## config.mk

```make
export PLATFORM = sky130hd
export DESIGN_NAME = rr_arbiter_4_flat
export DESIGN_NICKNAME = d
export VERILOG_FILES = /design/src/rtl/arb_pkg.sv /design/src/rtl/rr_arbiter_4_if.sv /design/src/rtl/arb_idx_decode.sv /design/src/rtl/rr_arbiter_4.sv /design/src/flat_wrapper.sv
export SDC_FILE = /design/constraint.sdc
export NUM_CORES = 1
export LEC_CHECK = 0
export ABC_AREA = 1
export CAP_MARGIN = 40
export CORE_UTILIZATION = 48
export DETAILED_ROUTE_END_ITERATION = 8
export GPL_TIMING_DRIVEN = 0
export MAX_ROUTING_LAYER = met4
export PLACE_DENSITY = 0.75
export SYNTH_ARGS = -nofsm -noshare
export SYNTH_HDL_FRONTEND = slang
export SYNTH_SLANG_ARGS = --single-unit
```

## constraint.sdc

```tcl
create_clock -name clk -period 1.8 [get_ports clk]
set_input_delay 0.36 -clock clk [delete_from_list [all_inputs] [get_ports clk]]
set_output_delay 0.36 -clock clk [all_outputs]
set_load 0.05 [all_outputs]
```

## src/rtl/arb_pkg.sv

```systemverilog
// Shared types and the round-robin pick helper for the 4-way arbiter.
// The timeout feature is enabled with `define ARB_TIMEOUT_EN.
package arb_pkg;

    localparam int NUM_REQ = 4;
    localparam int IDX_W   = 2;

    typedef enum logic {
        IDLE = 1'b0,
        BUSY = 1'b1
    } state_e;

    typedef struct packed {
        logic             found;
        logic [IDX_W-1:0] idx;
    } pick_t;

    // Scan from p upward (mod NUM_REQ).
    // Iterating downward lets the closest requester overwrite the others.
    function automatic pick_t rr_pick(input logic [NUM_REQ-1:0] r, input logic [IDX_W-1:0] p);
        pick_t            res;
        logic [IDX_W-1:0] c;
        res.found = 1'b0;
        res.idx   = p;
        for (int i = NUM_REQ - 1; i >= 0; i--) begin
            c = p + IDX_W'(i);
            if (r[c]) begin
                res.found = 1'b1;
                res.idx   = c;
            end else begin
                res.found = res.found;
            end
        end
        return res;
    endfunction

endpackage

```

## src/rtl/rr_arbiter_4_if.sv

```systemverilog
// Request/grant bundle between requesters and the round-robin arbiter.
// The requester side uses modport master; the arbiter uses modport slave.
interface rr_arbiter_4_if;
    import arb_pkg::*;

    logic [NUM_REQ-1:0] req;
    logic [NUM_REQ-1:0] grant;
    logic [IDX_W-1:0]   grant_idx;
    logic               grant_valid;
    logic               timeout;

    modport master (output req, input grant, input grant_idx, input grant_valid, input timeout);
    modport slave  (input req, output grant, output grant_idx, output grant_valid, output timeout);
endinterface

```

## src/rtl/arb_idx_decode.sv

```systemverilog
// 2->4 one-hot decode of the registered owner index.
// The output is forced to zero while there is no owner.
module arb_idx_decode
    import arb_pkg::*;
(
    input  logic [IDX_W-1:0]   idx,
    input  logic               valid,
    output logic [NUM_REQ-1:0] onehot
);

    assign onehot = valid ? (NUM_REQ'(1) << idx) : {NUM_REQ{1'b0}};

endmodule

```

## src/rtl/rr_arbiter_4.sv

```systemverilog
// 4-requester round-robin arbiter that holds a grant until its owner releases.
// Optional forced revocation after MAX_HOLD cycles is enabled by `define ARB_TIMEOUT_EN.
module rr_arbiter_4
    import arb_pkg::*;
#(
    parameter int MAX_HOLD = 16,
    parameter int HOLD_W   = 8
) (
    input  logic            clk,
    input  logic            rst,
    rr_arbiter_4_if.slave   bus
);

    if (MAX_HOLD < 1 || MAX_HOLD > 255 || MAX_HOLD >= (1 << HOLD_W)) begin : g_bad_param
        $error("rr_arbiter_4: MAX_HOLD out of range for HOLD_W");
    end

    state_e           state_r;
    logic [IDX_W-1:0] ptr_r;
    logic [IDX_W-1:0] idx_r;
    logic             valid_r;

    pick_t            pick_idle_s;
    pick_t            pick_next_s;
    logic             owner_req_s;
    logic [IDX_W-1:0] next_ptr_s;

    // Winner candidates: fresh search from ptr, and a search that skips the current owner.
    always_comb begin
        next_ptr_s  = idx_r + IDX_W'(1);
        owner_req_s = bus.req[idx_r];
        pick_idle_s = rr_pick(bus.req, ptr_r);
        pick_next_s = rr_pick(bus.req & ~(NUM_REQ'(1) << idx_r), next_ptr_s);
    end

`ifdef ARB_TIMEOUT_EN
    logic [HOLD_W-1:0] hold_cnt_r;
    logic              timeout_r;
    logic              hold_exp_s;

    assign hold_exp_s  = (hold_cnt_r == HOLD_W'(MAX_HOLD - 1));
    assign bus.timeout = timeout_r;

    // Arbitration FSM, with the hold counter that forces revocation.
    always_ff @(posedge clk) begin
        if (rst) begin
            state_r    <= IDLE;
            ptr_r      <= IDX_W'(0);
            idx_r      <= IDX_W'(0);
            valid_r    <= 1'b0;
            hold_cnt_r <= HOLD_W'(0);
            timeout_r  <= 1'b0;
        end else begin
            timeout_r <= 1'b0;
            case (state_r)
                IDLE: begin
                    if (pick_idle_s.found) begin
                        idx_r      <= pick_idle_s.idx;
                        valid_r    <= 1'b1;
                        hold_cnt_r <= HOLD_W'(0);
                        state_r    <= BUSY;
                    end else begin
                        state_r <= IDLE;
                    end
                end
                BUSY: begin
                    if (!owner_req_s) begin
                        ptr_r      <= next_ptr_s;
                        hold_cnt_r <= HOLD_W'(0);
                        if (pick_next_s.found) begin
                            idx_r <= pick_next_s.idx;
                        end else begin
                            valid_r <= 1'b0;
                            state_r <= IDLE;
                        end
                    end else if (hold_exp_s) begin
                        // Revoke only when someone else is waiting.
                        hold_cnt_r <= HOLD_W'(0);
                        if (pick_next_s.found) begin
                            ptr_r     <= next_ptr_s;
                            idx_r     <= pick_next_s.idx;
                            timeout_r <= 1'b1;
                        end else begin
                            timeout_r <= 1'b0;
                        end
                    end else begin
                        hold_cnt_r <= hold_cnt_r + HOLD_W'(1);
                    end
                end
                default: begin
                    state_r <= IDLE;
                    valid_r <= 1'b0;
                end
            endcase
        end
    end
`else
    assign bus.timeout = 1'b0;

    // Arbitration FSM; the owner keeps the grant for as long as it requests.
    always_ff @(posedge clk) begin
        if (rst) begin
            state_r <= IDLE;
            ptr_r   <= IDX_W'(0);
            idx_r   <= IDX_W'(0);
            valid_r <= 1'b0;
        end else begin
            case (state_r)
                IDLE: begin
                    if (pick_idle_s.found) begin
                        idx_r   <= pick_idle_s.idx;
                        valid_r <= 1'b1;
                        state_r <= BUSY;
                    end else begin
                        state_r <= IDLE;
                    end
                end
                BUSY: begin
                    if (!owner_req_s) begin
                        ptr_r <= next_ptr_s;
                        if (pick_next_s.found) begin
                            idx_r <= pick_next_s.idx;
                        end else begin
                            valid_r <= 1'b0;
                            state_r <= IDLE;
                        end
                    end else begin
                        state_r <= BUSY;
                    end
                end
                default: begin
                    state_r <= IDLE;
                    valid_r <= 1'b0;
                end
            endcase
        end
    end
`endif

    assign bus.grant_idx   = idx_r;
    assign bus.grant_valid = valid_r;

    arb_idx_decode u_decode (
        .idx    (idx_r),
        .valid  (valid_r),
        .onehot (bus.grant)
    );

endmodule

```

## src/flat_wrapper.sv

```systemverilog
// flat-port wrapper written by rule: the top's interface ports become plain ports
module rr_arbiter_4_flat import arb_pkg::*;
#(
    parameter int MAX_HOLD = 16,
    parameter int HOLD_W   = 8
)
  (clk, rst, bus_req, bus_grant, bus_grant_idx, bus_grant_valid, bus_timeout);
  rr_arbiter_4_if bus_i ();
  input  logic clk;
  input  logic rst;
  input wire logic [$bits(bus_i.req)-1:0] bus_req;
  output wire logic [$bits(bus_i.grant)-1:0] bus_grant;
  output wire logic [$bits(bus_i.grant_idx)-1:0] bus_grant_idx;
  output wire logic [$bits(bus_i.grant_valid)-1:0] bus_grant_valid;
  output wire logic [$bits(bus_i.timeout)-1:0] bus_timeout;
  assign bus_i.req = bus_req;
  assign bus_grant = bus_i.grant;
  assign bus_grant_idx = bus_i.grant_idx;
  assign bus_grant_valid = bus_i.grant_valid;
  assign bus_timeout = bus_i.timeout;
  rr_arbiter_4 #(.MAX_HOLD(MAX_HOLD), .HOLD_W(HOLD_W)) u_core (.clk(clk), .rst(rst), .bus(bus_i));
endmodule
```

==> results of run 1 <==
[report_power, final]
group          switching (mW)  total (mW)  internal (mW)
registers              0.0536       0.241          0.187
clock network          0.0492       0.133         0.0840
logic                    1.10        1.71          0.605
total                    1.20        2.08          0.876
[cells by family (layout without fill, tap and decap cells)]
logic type                 Yosys count  in the layout  share of synthesized area (%)
adders and majority gates            4              4                           5.53
other                                1              1                          0.414
buffers and inverters               30             48                           14.1
DFF                                  6              6                           13.3
and+or+nand+nor                    100            100                           54.8
AOI/OAI and AO/OA                   20             20                           11.9
[sequential cells by signal, summed over array words and instances (netlist names)]
name,cells
u_core.bus.grant_idx,2
u_core.bus.grant_valid,1
u_core.ptr_r,2
u_core.state_r,1
[layer usage]
layer	wire (µm)	part of all wire, %	vias up
met5	0	0	-
met4	0	0	0
met3	75	3.5	0
met2	1020	47	26
met1	1060	49	439
li1	-	-	538
[Yosys cell counts (all sizes together)]
library cell  number
nand3             21
o21bai             1
a31oi              1
inv               26
conb               1
a21oi              9
nor2              14
buf                3
nand2             65
clkinv             1
dfxtp              6
o21ai              9
ha                 4
[layout by cell type (no fill, tap or decap), types with 4 or more instances in the layout]
master / instances
dfxtp_1: 4
nand3_2: 4
nand2_4: 4
nand2_1: 49
nor2_1: 7
inv_1: 20
inv_2: 4
o21ai_1: 5
nand2_2: 12
nor2_2: 7
buf_4: 4
nand3_1: 15
a21oi_1: 9
[per-stage QoR]
stage	total power [mW]	TNS [ns]	worst slack [ns]
floorplan	1.50	0	0.0367
global placement	1.76	-0.666	-0.195
detailed placement	1.79	-0.775	-0.220
CTS	1.92	0	0.00489
global route	2.30	-0.0262	-0.0176
finish	2.08	0	0.0149
[layout make-up]
class / instances / area [µm²] / area share [%]
multi-input combinational: 125 / 698 / 60.3
timing repair buffer: 14 / 138 / 11.9
sequential: 6 / 128 / 11.0
inverter: 27 / 111 / 9.61
tap: 25 / 31.3 / 2.70
clock buffer: 4 / 26.3 / 2.27
buffer: 3 / 26.3 / 2.27
[path summary, 6_finish.rpt]
path / to / slack [ns] / cells after the start
worst max-delay path: bus_grant_idx[1] / 0.01 / 1
worst min-delay path: u_core.ptr_r[0]$_SDFFE_PP0P_ / 0.59 / 2
worst min register to register: u_core.ptr_r[0]$_SDFFE_PP0P_ / 0.59 / 2
worst max register to register: u_core.bus.grant_idx[0]$_SDFFE_PP0P_ / 0.10 / 14
[what timing repair did]
action | 4_1_cts | 5_1_grt
gates resized for setup | 15 | 14
setup buffers | 0 | 2
pin swaps | 0 | 5
setup endpoints to repair | 6 | 6
gates cloned | 0 | 0
==> impl_metrics.tcl, run 1 <==
set metrics [dict create \
    rows 15 \
    hold_path.class "reg2reg" \
    finalCritPeriodShare_pct 99.2 \
    crit_slowest_cell "clkdlybuf4s50_1" \
    syn_to_final_growth_pct 27.9 \
    die_h_um 45.4 \
    drt_wl_total_um 2160 \
    hold_ws_ns 0.590 \
    overflow 0 \
    synth.area.top_cells "nand2_1, dfxtp_1, nand2_2" \
    final_layout_size_suffix_gt1_share_pct 28.5 \
    crit_fanout 5 \
    synthCells 161 \
    power.density_mw_per_mm2 1790 \
    cts_sinks 6 \
    synth-seq-area-share_pct 13.3 \
    drt_iter0_drc 20 \
    port_buffers 12 \
    outcome "completed" \
    ctsHoldBuffers 0 \
    cts_root_buffer "clkbuf_4" \
    grtUsageTotal_pct 23.1 \
    worstSetupStartpointType "register" \
    endpoint_kind "output port" \
    synth_fp_nets 171 \
    drv_slew 0 \
    grt_util_met3_pct 3.97 \
    grt_use_met2_pct 36.3 \
    first_global_vias 781 \
    holdCritStartpoint "u_core.ptr_r[0]$_SDFFE_PP0P_" \
    grt_pass1_wl_um 3340 \
    viasPerCell 4.92 \
    first_pass_iters 4 \
    worstPathCellList "clkdlybuf4s50_1" \
    dpl.hpwl_um 1670 \
    worst_ep_required_time_ns 1.44 \
    numCtsBuffers 3 \
    io_pins 14 \
    antenna_found_initial 0 \
    ir_worst_vdd_mv 1.02 \
    worst_slew_pin_slew_ns 0.504 \
    synth_top_area_share_pct 20.3 \
    drcViolationCount 0 \
    crit_type "reg2out" \
    path_clk_slew_ns 0.05 \
    syn-cell-area_um2 906 \
    r2r-start "u_core.bus.grant_idx[0]$_SDFFE_PP0P_" \
    drv_cap 0 \
    vias 1003 \
    yosys_warnings 0 \
    finClkSkew_ns 0.0100 \
    cts_buffer_depth 2 \
    antenna_cells 0 \
    grt.busiest_layer "met2" \
    start_util_pct 51.9 \
    core_area_mm2 0.00175 \
    dp.cells 198 \
    fin_crit_ns 1.79 \
    gp_congestion 0.886 \
    worst_path_largest_cell_delay_ns 0.81 \
    timing.fmax_mhz 560 \
    fin_util_pct 66.4 \
    cts_max_level 1 \
    setup_violations 0 \
    worstSkewPairLatency_ns 0.25 \
    stdcell_count 204 \
    hold_viol 0 \
    synthDistinctLibCells 22 \
    startpoint "u_core.bus.grant_idx[1]$_SDFFE_PP0P_" \
    slew_headroom_pct 66.3 \
    drtAntennaViolNets 0 \
    syn_avg_cell_area_um2 5.63 \
    worstPathArrival_ns 1.43 \
    stdcell_area_mm2 0.00116 \
    wire_per_inst_um 10.6 \
    power.leakage_nw 0.631 \
    dpl-instance-area_mm2 0.00108 \
    nets 190 \
    ys_seq_elements 6 \
    grt_max_degree 12 \
    grt_use_met1_pct 30.6 \
    synth_top_area_cell "nand2_1" \
    cts_tree "done" \
    cp.buffers_inverters 1 \
    chipWidth_um 45.4 \
    die_area_mm2 0.00206 \
    n_fill_cell 169 \
    cp_top_family "buffers and inverters" \
]
Note: power is estimated with default switching activity, not from simulation.
==> inputs of run 2 (changes only) <==
--- a/config.mk
+++ b/config.mk
@@ -7,11 +7,11 @@
 export LEC_CHECK = 0
 export ABC_AREA = 1
 export CAP_MARGIN = 40
-export CORE_UTILIZATION = 48
+export CORE_UTILIZATION = 53
 export DETAILED_ROUTE_END_ITERATION = 8
 export GPL_TIMING_DRIVEN = 0
 export MAX_ROUTING_LAYER = met4
-export PLACE_DENSITY = 0.75
+export PLACE_DENSITY = 0.79
 export SYNTH_ARGS = -nofsm -noshare
 export SYNTH_HDL_FRONTEND = slang
 export SYNTH_SLANG_ARGS = --single-unit
==> constraint.sdc (replaced) <==
create_clock -name clk -period 2.05 [get_ports clk]
set_input_delay 0.41 -clock clk [delete_from_list [all_inputs] [get_ports clk]]
set_output_delay 0.41 -clock clk [all_outputs]
set_load 0.05 [all_outputs]
==> impl_metrics.tcl, run 2 (synthesis results as in run 1) <==
set metrics [dict create \
    timing.fmax_mhz 509 \
    rsz0062_at_grt "false" \
    worstPathArrival_ns 1.56 \
    port_buffers 12 \
    rrSetupSlack_ns 0.18 \
    cts_sinks 6 \
    rows 14 \
    dpl.hpwl_um 1660 \
    io_pins 14 \
    vias 992 \
    worst_ep_required_time_ns 1.64 \
    first_pass_iters 6 \
    cts_max_level 1 \
    n_fill_cell 148 \
    gp_congestion 0.886 \
    drt_wl_total_um 2110 \
    setup_violations 0 \
    cts_root_buffer "clkbuf_4" \
    cts_tree "done" \
    first_global_vias 922 \
    hold_path.class "reg2reg" \
    path_clk_slew_ns 0.04 \
    wl_met1_um 1020 \
    dpl-instance-area_mm2 0.00105 \
    nets 188 \
    viasPerCell 5.17 \
    drtAntennaViolNets 0 \
    drcViolationCount 6 \
    final_layout_size_suffix_gt1_share_pct 24.4 \
    antenna_found_initial 0 \
    outcome "finished with violations" \
    timing.rr.end "u_core.bus.grant_idx[0]$_SDFFE_PP0P_" \
    finClkSkew_ns 0.00819 \
    drv_slew 0 \
    core_area_mm2 0.00156 \
    layout_common_cells "nand2_1, inv_1, nand3_1, nand2_2" \
    die_area_mm2 0.00188 \
    antenna_cells 0 \
    r2r-start "u_core.bus.grant_idx[0]$_SDFFE_PP0P_" \
    wire_per_inst_um 11.0 \
    layout_commonest_cell "nand2_1" \
    top_layer_used "met3" \
    crit_fanout 11 \
    violations "design-rule violations" \
    worstSetupStartpointType "register" \
    overflow 0 \
    wl_met3_um 103 \
    fin_crit_ns 1.97 \
    grt_pass1_wl_um 3780 \
    holdCritStartpoint "u_core.ptr_r[0]$_SDFFE_PP0P_" \
    drt_iter0_drc 35 \
    worstSkewPairLatency_ns 0.24 \
    drv_cap 0 \
    start_util_pct 58.1 \
    numCtsBuffers 3 \
    rr_worst_depth 14 \
    setup_tns_ns 0 \
    cts_buffer_depth 2 \
    wl_met2_um 987 \
    hold_viol 0 \
    holdPathStages 2 \
    stdcell_area_mm2 0.00108 \
    grtUsageTotal_pct 26.6 \
    power.density_mw_per_mm2 1560 \
    hold_end "u_core.ptr_r[0]$_SDFFE_PP0P_" \
    crit_type "reg2out" \
    endpoint_kind "output port" \
    grt_max_degree 12 \
    chipWidth_um 43.3 \
    startpoint "u_core.bus.grant_idx[0]$_SDFFE_PP0P_" \
    syn_to_final_growth_pct 18.8 \
    power.leakage_nw 0.580 \
    finalCritPeriodShare_pct 95.9 \
    ir_worst_vdd_mv 0.891 \
    die_h_um 43.3 \
]
==> run 2: cell types whose count changed in the layout (fill, tap and decap cells not counted), moves of 2 or more <==
cell	previous run	this run
nor2_2	7	5
clkdlybuf4s50_1	3	8
clkdlybuf4s15_2	2	0
nand2_4	4	1
dfxtp_4	2	0
buf_4	4	2
dfxtp_2	0	2
nand2_2	12	15
inv_6	2	0
nor2_1	7	9
dlymetal6s2s_1	3	0
==> run 2: how the worst max path moves through the flow <==
stage,end,slack [ns],depth (start not counted)
global placement,u_core.bus.grant_idx[0]$_SDFFE_PP0P_,0.03,10
detailed placement,bus_grant[0],0.02,5
CTS,bus_grant[0],0.03,5
global route,bus_grant[1],0.002,5
finish,bus_grant[0],0.08,5
floorplan,u_core.bus.grant_idx[0]$_SDFFE_PP0P_,0.06,14
==> run 2: area by class of cell <==
type | count | area (µm²) | area share [%]
Clock buffer | 3 | 22.5 | 2.09
Sequential cell | 6 | 123 | 11.4
Tap cell | 16 | 20.0 | 1.86
Inverter | 27 | 101 | 9.42
Multi-Input combinational cell | 125 | 671 | 62.3
Buffer | 3 | 26.3 | 2.44
Timing Repair Buffer | 12 | 113 | 10.5
==> run 2: power breakdown <==
part / total (mW) / switching (mW) / internal (mW)
Sequential: 0.206 / 0.0470 / 0.159
Clock: 0.106 / 0.0400 / 0.0660
Combinational: 1.37 / 0.892 / 0.475
==> run 2: worst max-delay path, cell delays in order (launching register included) <==
cell	delay [ns]
dfxtp_2	0.35
inv_2	0.20
ha_4	0.17
nand2_1	0.05
inv_1	0.06
clkdlybuf4s15_1	0.49
==> run 2: what timing repair did <==
item / CTS / global route
hold buffers: 0 / 0
resized for setup: 4 / 5
cloned: 0 / 0
setup endpoints to repair: 4 / 3
setup buffers: 0 / 0
==> run 2: per-layer routing <==
| metal | up-vias | global-route usage, % |
|---|---|---|
| met4 | 0 | 3.75 |
| li1 | 531 | - |
| met3 | 0 | 2.50 |
| met2 | 32 | 45.8 |
| met5 | - | - |
| met1 | 429 | 34.6 |
==> run 2: through the flow <==
stage          cells  util, %  total power, mW  hold slack (ns)  worst slack [ns]
2_1_floorplan    161        -             1.28            0.520            0.0566
3_3_place_gp     189     67.3             1.50            0.574            0.0337
3_5_place_dp     189     67.3             1.54            0.594            0.0152
5_1_grt          192     69.0             1.87            0.636           0.00195
6_report         192     69.0             1.68            0.591            0.0839
4_1_cts          192     68.4             1.64            0.600            0.0339
